File: config.mk
export PLATFORM = sky130hd
export DESIGN_NAME = motor_setpoint_ramp
export DESIGN_NICKNAME = d
export VERILOG_FILES = /design/src/rtl/motor_setpoint_ramp.sv
export SDC_FILE = /design/constraint.sdc
export NUM_CORES = 1
export LEC_CHECK = 0
export ABC_CLOCK_PERIOD_IN_PS = 7000
export BUFFER_PORTS_ARGS = -buffer_cell sky130_fd_sc_hd__buf_2
export CAP_MARGIN = 30
export CORE_MARGIN = 2
export CORE_UTILIZATION = 48
export DETAILED_ROUTE_END_ITERATION = 6
export HOLD_SLACK_MARGIN = 0.02
export PLACE_DENSITY = 0.75
export SLEW_MARGIN = 20
export SYNTH_ARGS = -nofsm -noshare
export SYNTH_HDL_FRONTEND = slang
export SYNTH_SLANG_ARGS = --single-unit
File: constraint.sdc
create_clock -name clk -period 7 [get_ports clk]
set_clock_uncertainty 0.15 [all_clocks]
set_input_delay 0.35 -clock clk [delete_from_list [all_inputs] [get_ports clk]]
set_output_delay 0.35 -clock clk [all_outputs]
set_load 0.005 [all_outputs]
File: src/rtl/motor_setpoint_ramp.sv
// rtl/motor_setpoint_ramp.sv - throttle command to slew-limited PWM pulse width with arm/kill sequencing
module motor_setpoint_ramp #(
    parameter int PERIOD_CYC = 20000,
    parameter int MIN_PULSE  = 1000,
    parameter int MAX_PULSE  = 2000,
    parameter int STEP       = 10,
    parameter int UPDATE_DIV = 20000,
    parameter int ARM_HOLD   = 50
) (
    input  logic        clk,
    input  logic        reset,
    input  logic        arm_req,
    input  logic        kill,
    input  logic        cmd_valid,
    output logic        cmd_ready,
    input  logic [15:0] cmd_throttle,
    output logic [31:0] time_work,
    output logic [31:0] period,
    output logic        armed,
    output logic [1:0]  state,
    output logic        cmd_sat
);

    typedef enum logic [1:0] {
        ST_DISARMED = 2'd0,
        ST_ARMING   = 2'd1,
        ST_ARMED    = 2'd2
    } state_e;

    localparam logic [31:0] PERIOD_W   = 32'(PERIOD_CYC);
    localparam logic [31:0] MIN_W      = 32'(MIN_PULSE);
    localparam logic [31:0] MAX_W      = 32'(MAX_PULSE);
    localparam logic [31:0] SPAN_W     = 32'(MAX_PULSE - MIN_PULSE);
    localparam logic [31:0] STEP_W     = 32'(STEP);
    localparam logic [31:0] DIV_LAST   = 32'(UPDATE_DIV - 1);
    localparam logic [31:0] HOLD_LAST  = 32'(ARM_HOLD - 1);

    state_e      state_q, state_d;
    logic [31:0] tick_cnt_q, tick_cnt_d;
    logic [31:0] time_work_q, time_work_d;
    logic [31:0] target_q, target_d;
    logic [31:0] arm_cnt_q, arm_cnt_d;
    logic        cmd_sat_q, cmd_sat_d;
    logic        armed_q, armed_d;

    logic        tick;
    logic        xfer;
    logic [31:0] throttle_ext;
    logic [31:0] ramp_next;

    assign cmd_ready    = reset & ~kill;
    assign xfer         = cmd_valid & cmd_ready;
    assign throttle_ext = {16'd0, cmd_throttle};
    assign tick         = (tick_cnt_q == DIV_LAST);
    assign tick_cnt_d   = tick ? 32'd0 : tick_cnt_q + 32'd1;

    // Ramp always moves toward the target registered before this edge.
    always_comb begin
        ramp_next = time_work_q;
        if (time_work_q < target_q) begin
            ramp_next = ((target_q - time_work_q) > STEP_W) ? time_work_q + STEP_W : target_q;
        end else if (time_work_q > target_q) begin
            ramp_next = ((time_work_q - target_q) > STEP_W) ? time_work_q - STEP_W : target_q;
        end
    end

    always_comb begin
        state_d     = state_q;
        time_work_d = time_work_q;
        target_d    = target_q;
        arm_cnt_d   = arm_cnt_q;
        cmd_sat_d   = cmd_sat_q;

        if (xfer) begin
            if (throttle_ext <= SPAN_W) begin
                target_d  = MIN_W + throttle_ext;
                cmd_sat_d = 1'b0;
            end else begin
                target_d  = MAX_W;
                cmd_sat_d = 1'b1;
            end
        end

        if (kill) begin
            state_d     = ST_DISARMED;
            time_work_d = 32'd0;
            target_d    = MIN_W;
            arm_cnt_d   = 32'd0;
        end else begin
            case (state_q)
                ST_DISARMED: begin
                    time_work_d = 32'd0;
                    if (arm_req) begin
                        state_d     = ST_ARMING;
                        arm_cnt_d   = 32'd0;
                        time_work_d = MIN_W;
                    end
                end
                ST_ARMING: begin
                    time_work_d = MIN_W;
                    if (!arm_req) begin
                        state_d     = ST_DISARMED;
                        time_work_d = 32'd0;
                    end else if (tick) begin
                        arm_cnt_d = arm_cnt_q + 32'd1;
                        if (arm_cnt_q == HOLD_LAST) begin
                            state_d = ST_ARMED;
                        end
                    end
                end
                ST_ARMED: begin
                    if (!arm_req) begin
                        state_d     = ST_DISARMED;
                        time_work_d = 32'd0;
                        target_d    = MIN_W;
                    end else if (tick) begin
                        time_work_d = ramp_next;
                    end
                end
                default: begin
                    state_d     = ST_DISARMED;
                    time_work_d = 32'd0;
                end
            endcase
        end

        armed_d = (state_d == ST_ARMED);
    end

    always_ff @(posedge clk or negedge reset) begin
        if (!reset) begin
            state_q     <= ST_DISARMED;
            tick_cnt_q  <= 32'd0;
            time_work_q <= 32'd0;
            target_q    <= MIN_W;
            arm_cnt_q   <= 32'd0;
            cmd_sat_q   <= 1'b0;
            armed_q     <= 1'b0;
        end else begin
            state_q     <= state_d;
            tick_cnt_q  <= tick_cnt_d;
            time_work_q <= time_work_d;
            target_q    <= target_d;
            arm_cnt_q   <= arm_cnt_d;
            cmd_sat_q   <= cmd_sat_d;
            armed_q     <= armed_d;
        end
    end

    assign time_work = time_work_q;
    assign period    = PERIOD_W;
    assign armed     = armed_q;
    assign state     = state_q;
    assign cmd_sat   = cmd_sat_q;

endmodule

# Yosys cells after proc, flatten, opt, wreduce, memory -nomap -nowiden
# Index checks and enable logic that the tools add are counted.
# word_totals
ff_bits	132
in_bits	21
word_cells	65
# op_classes
add_sub_neg	7
order_cmp	5
n_eq_ne	10
n_mux	28
n_bitwise	3
reduce_logical	5
# op_table
cell	n
32-bit 2-to-1 mux	16
32-bit one-hot mux with 2 select lines	2
32-bit by 1-bit adder with 32-bit output, second input constant	2
32-bit by 4-bit > comparator with 1-bit output, second input constant	2
32-bit subtractor	2
32-bit by 4-bit adder with 32-bit output, second input constant	1
32-bit by 15-bit equality test with 1-bit output, second input constant	1
32-bit by 6-bit equality test with 1-bit output, second input constant	1
32-bit > comparator	1
32-bit less-than comparator	1
32-bit by 4-bit subtractor with 32-bit output, second input constant	1
10-bit by 16-bit adder with 17-bit output, first input constant	1
17-bit 2-to-1 mux	1
16-bit by 10-bit less-or-equal comparator with 1-bit output, second input constant	1
2-bit 2-to-1 mux	6
10-bit 2-to-1 mux	1
3-bit != test, second input constant	3
2-bit one-hot mux with 3 select lines	1
5-bit != test, second input constant	1
2-bit equality test, second input constant	2
4-bit != test, second input constant	1
4-bit AND reduction	1
3-bit nonzero test	1
1-bit AND	2
other kinds (6)	6

# Longest topological paths before layout
# logic_depth
ltp_word	9
ltp_mapped	18

# Worst setup path after synthesis
# No wires, ideal clock.
# synth_timing
kind	register to register
from	reg time_work_q[3], in the netlist time_work[3]
to	reg time_work_q[5], in the netlist time_work[5]
setup_time_ns	0.133
t_arrival_ns	4.070
required_ns	6.717
slack_ns	2.647
stages_incl_launch_ff	17
path_cell_list	dfrtp_1 clkbuf_1 inv_1 ha_1 buf_6 and3_4 a221oi_4 o221ai_2 a221o_1 nor2_1 o22ai_1 or4_4 a2111oi_4 a21oi_2 o221a_4 a2111oi_4 a31oi_1
# synth_via
elab_chain_cells	9
elab_cells_between_ends	18
classes_between	add/sub: 4; order compare: 4; eq/ne: 1; mux: 8; reduce/logical: 1
# synth_rtl
element	line	text
from (decl)	40	logic [31:0] time_work_q, time_work_d;
from (signal assigned)	142	time_work_q <= time_work_d;
32-bit subtractor	63	ramp_next = ((time_work_q - target_q) > STEP_W) ? time_work_q - STEP_W : target_q;
32-bit by 4-bit > comparator with 1-bit output	63	
32-bit 2-to-1 mux	63	
32-bit 2-to-1 mux	62	end else if (time_work_q > target_q) begin
32-bit 2-to-1 mux	60	if (time_work_q < target_q) begin
32-bit 2-to-1 mux	116	end else if (tick) begin
32-bit 2-to-1 mux	112	if (!arm_req) begin
32-bit one-hot mux with 2 select lines	90	case (state_q)
32-bit 2-to-1 mux	84	if (kill) begin
# Several ways; a longest one is shown, not always the timed one. The select of a mux whose other input is x is not followed.
# A chain may end at the register's enable or synchronous reset.

# Final worst setup path
# layout_timing
from	reg time_work_q[5], in the netlist time_work[5]
to	reg time_work_q[25], in the netlist time_work[25]
# Same word-level chain as after synthesis.

==> run_results.csv <==
group,metric,value,unit
sta,fin_tns_setup,0,ns
sta,min_period,5.20,ns
floorplan,rows,57,
layout,nFillCells,2342,
setup_path,critical_path.slowest_cell,"a21oi_2",
placed_design,hpwl,27700,um
logic_synthesis,synthXorXnorAreaFrac,6.97,%
placed_design,port_buffers,57,
layout,drive_gt1_share,9.57,%
floorplan,dieHeight,161,um
sta,setup_viol,0,
logic_synthesis,yosys_register_bits,132,
clock_tree,clk_path_buf_depth,2,
logic_synthesis,avgSynthCellArea,7.79,um^2
logic_synthesis,synthAdderAreaFrac,7.65,%
setup_path,slowest_delay,0.65,ns
setup_path,crit_type,"register to register",
global_routing,grt-ovfl-total,0,
logic_synthesis,synthSimpleGateAreaFrac,25.0,%
routing,routed.top_layer,"met4",
logic_synthesis,synth_edf_count,0,
logic_synthesis,netlist_area,11800,um^2
routing,detail-route-antenna-nets,0,
logic_synthesis,synth_warnings,0,
clock_tree,clk-insertion-delay-late,0.44,ns
sta,worst_hold_slack,0.114,ns
routing,wl_met3,3290,um
logic_synthesis,async_flop_share,100,%
clock_tree,cts_tree,"done",
sta,fin_crit_sh,74.3,%
layout,area_growth,8.40,%
layout,antennaDiodeCount,0,
sta,slew_viol_final,0,
logic_synthesis,ys_types,81,
layout,seq_area,3310,um^2
clock_tree,htree_levels,4,
min_path,hold_path.class,"input port to register",
power_and_ir_drop,ir_worst_vdd,0.166,mV
routing,drt_iter0_drc,1236,
floorplan,chipWidth,161,um
run,maxCapViolations,0,
logic_synthesis,synth.area.mux_share,0.858,%
setup_path,worstPathArrival,5.43,ns
global_routing,grt_pass1_vias,11000,
layout,multiInputGateArea,7710,um^2
routing,wl,36700,um
power_and_ir_drop,comb_power_share,17.7,%
logic_synthesis,synth_top_family_by_area,"simple AND/OR/NAND/NOR gates",
logic_synthesis,yosysSeqAreaShare,28.0,%
clock_tree,clkSinkCount,132,
power_and_ir_drop,internal-power,1400,uW
routing,drt-met1-wl,15700,um
logic_synthesis,synthFlopType,"dfrtp_1",
setup_path,critPathCaptureType,"register",
clock_tree,clkSlewWorstSetupHoldPaths,0.07,ns
clock_tree,post-cts-setup-buffers,0,
floorplan,pin_count,90,
power_and_ir_drop,pwr-share-clk,43.1,%
setup_path,start_kind,"register",
setup_path,cp.required,7.23,ns
sta,relSlewSlack,40.3,%
sta,final_hold_viol_count,0,
logic_synthesis,synth-compound-area-share,23.6,%
clock_tree,clockRootBuffer,"clkbuf_16",
sta,rsz0062_at_grt,"no",
routing,routed-wl-met2,16400,um
setup_path,critical_path.startpoint,"time_work[5]",
routing,drc_errors,0,
routing,vias,11700,
min_path,min_from,"cmd_throttle[8]",
floorplan,dieArea,25900,um^2
global_routing,antenna_found_initial,0,
floorplan,coreArea,24200,um^2
power_and_ir_drop,pwr-share-seq,39.2,%
global_routing,grt_pass1_wl,58900,um
power_and_ir_drop,switching_share,30.6,%
layout,fin_util,52.8,%
global_routing,gr-usage-all-layers,28.4,%
routing,wl_per_cell,19.6,um
outcome,status,"completed",
setup_path,reg2reg_from,"time_work[5]",
layout,layout_commonest_cell,"nand2_1",
floorplan,floorplan.initialDensity,48.7,%
layout,layout.nets,1625,
sta,max_freq,0.192,GHz
placed_design,place.gp.congestion,1.05,
routing,routed_via_density,6.26,
setup_path,crit_fanout,17,
layout,layout_common_cells,"150 x nand2_1, 128 x nor2_1, 126 x dfrtp_1, 107 x a21oi_1, 104 x o21ai_0",
power_and_ir_drop,p_switching,618,uW
power_and_ir_drop,p_leak,0.00563,uW
logic_synthesis,syn_inst,1517,
sta,tightest_slew,0.893,ns
power_and_ir_drop,finalPower,2020,uW
routing,drtPass1Iterations,5,
setup_path,path_cells,"inv_1 > ha_1 > and3_4 > a221oi_4 > o221ai_2 > a221o_1 > a2111oi_4 > inv_1 > o221ai_1 > a2111oi_4 > a21oi_2 > buf_4 > nor2_1 > nor4_1 > a22o_1",
global_routing,grt_start_max_net_pins,53,
clock_tree,cts_buffers,17,
power_and_ir_drop,power_density,158,nW/um^2
==> worst max-delay path, delay by kind of cell (launching register included) <==
kind / cells / cell delay [ns]
adders and majority gates: 1 / 0.49
buffers and inverters: 3 / 0.70
AOI/OAI and AO/OA: 8 / 2.66
DFF: 1 / 0.50
and+or+nand+nor: 3 / 0.61
==> cells in the mapped netlist (31+ instances only) <==
library cell  count  area share [%]
nand2_1         150             4.8
nor2_1          129             4.1
dfrtp_1         126              27
a21oi_1         107             4.5
o21ai_0         104             4.4
inv_1            86             2.7
ha_1             69             7.3
nor3_1           67             2.8
xnor2_1          62             4.6
nand3_1          55             2.3
clkbuf_1         53             1.7
nand4_1          38             2.0
buf_4            34             2.2
xor2_1           32             2.4
nor4_1           31             1.6
==> path summary, 6_finish.rpt <==
check	to	slack [ns]	depth (start not counted)
min in group asynchronous	target_q[29]	0.27	2
max reg2reg	time_work[25]	1.80	15
min reg2reg	cmd_sat	0.32	2
max	time_work[25]	1.80	15
max in group asynchronous	target_q[8]	5.19	4
min	target_q[8]	0.11	3
==> stage by stage <==
step | cells | instance area [um^2] | worst slack [ns]
after CTS | 1870 | 12800 | 1.88
final | 1870 | 12800 | 1.80
after global routing | 1870 | 12800 | 1.45
after floorplan | 1547 | 11900 | 2.65
after detailed placement | 1833 | 12200 | 1.89
after global placement | 1829 | 12100 | 1.98
==> sequential cells by signal, indices dropped and copies added (netlist names) <==
register / flops
tick_cnt_q: 32
time_work: 32
arm_cnt_q: 32
target_q: 32
cmd_sat: 1
state: 2
armed: 1
==> kinds of logic (layout without fill, tap and decap cells) <==
group,count (synthesis),in the layout
simple gates,593,593
compound gates,418,418
buf+inv,197,196
flops,132,132
xor+xnor,94,94
fa+ha+maj,71,71
mux,10,10
other cells,2,32
==> layer usage <==
metal | global-route usage, % | vias to the layer above
li1 | - | 5470
met1 | 39.0 | 5589
met2 | 44.2 | 561
met3 | 5.58 | 88
met4 | 10.7 | 0
met5 | 0 | -
==> power by group through the flow <==
| stage | clock network, uW | registers (uW) | logic, uW |
|---|---|---|---|
| floorplan | 0 | 797 | 265 |
| CTS | 886 | 791 | 351 |
| finish | 871 | 792 | 358 |
| global route | 917 | 792 | 390 |
| global placement | 0 | 803 | 345 |
| detailed placement | 0 | 805 | 347 |
==> final cells by class <==
cell class	count	area share, %
clock buffers	17	3.32
clock inverters	15	1.13
inverters	86	2.52
multi-input cells	1218	60.2
flip-flops and latches	132	25.9
well taps	324	3.17
repair buffers	78	3.77
==> what timing repair did <==
item / CTS / global route
hold endpoints to repair: 54 / 0
hold buffers: 5 / 0
setup endpoints to repair: 0 / 0
gates resized for setup: 0 / 0
No activity file was read; power rests on OpenSTA's default activity.
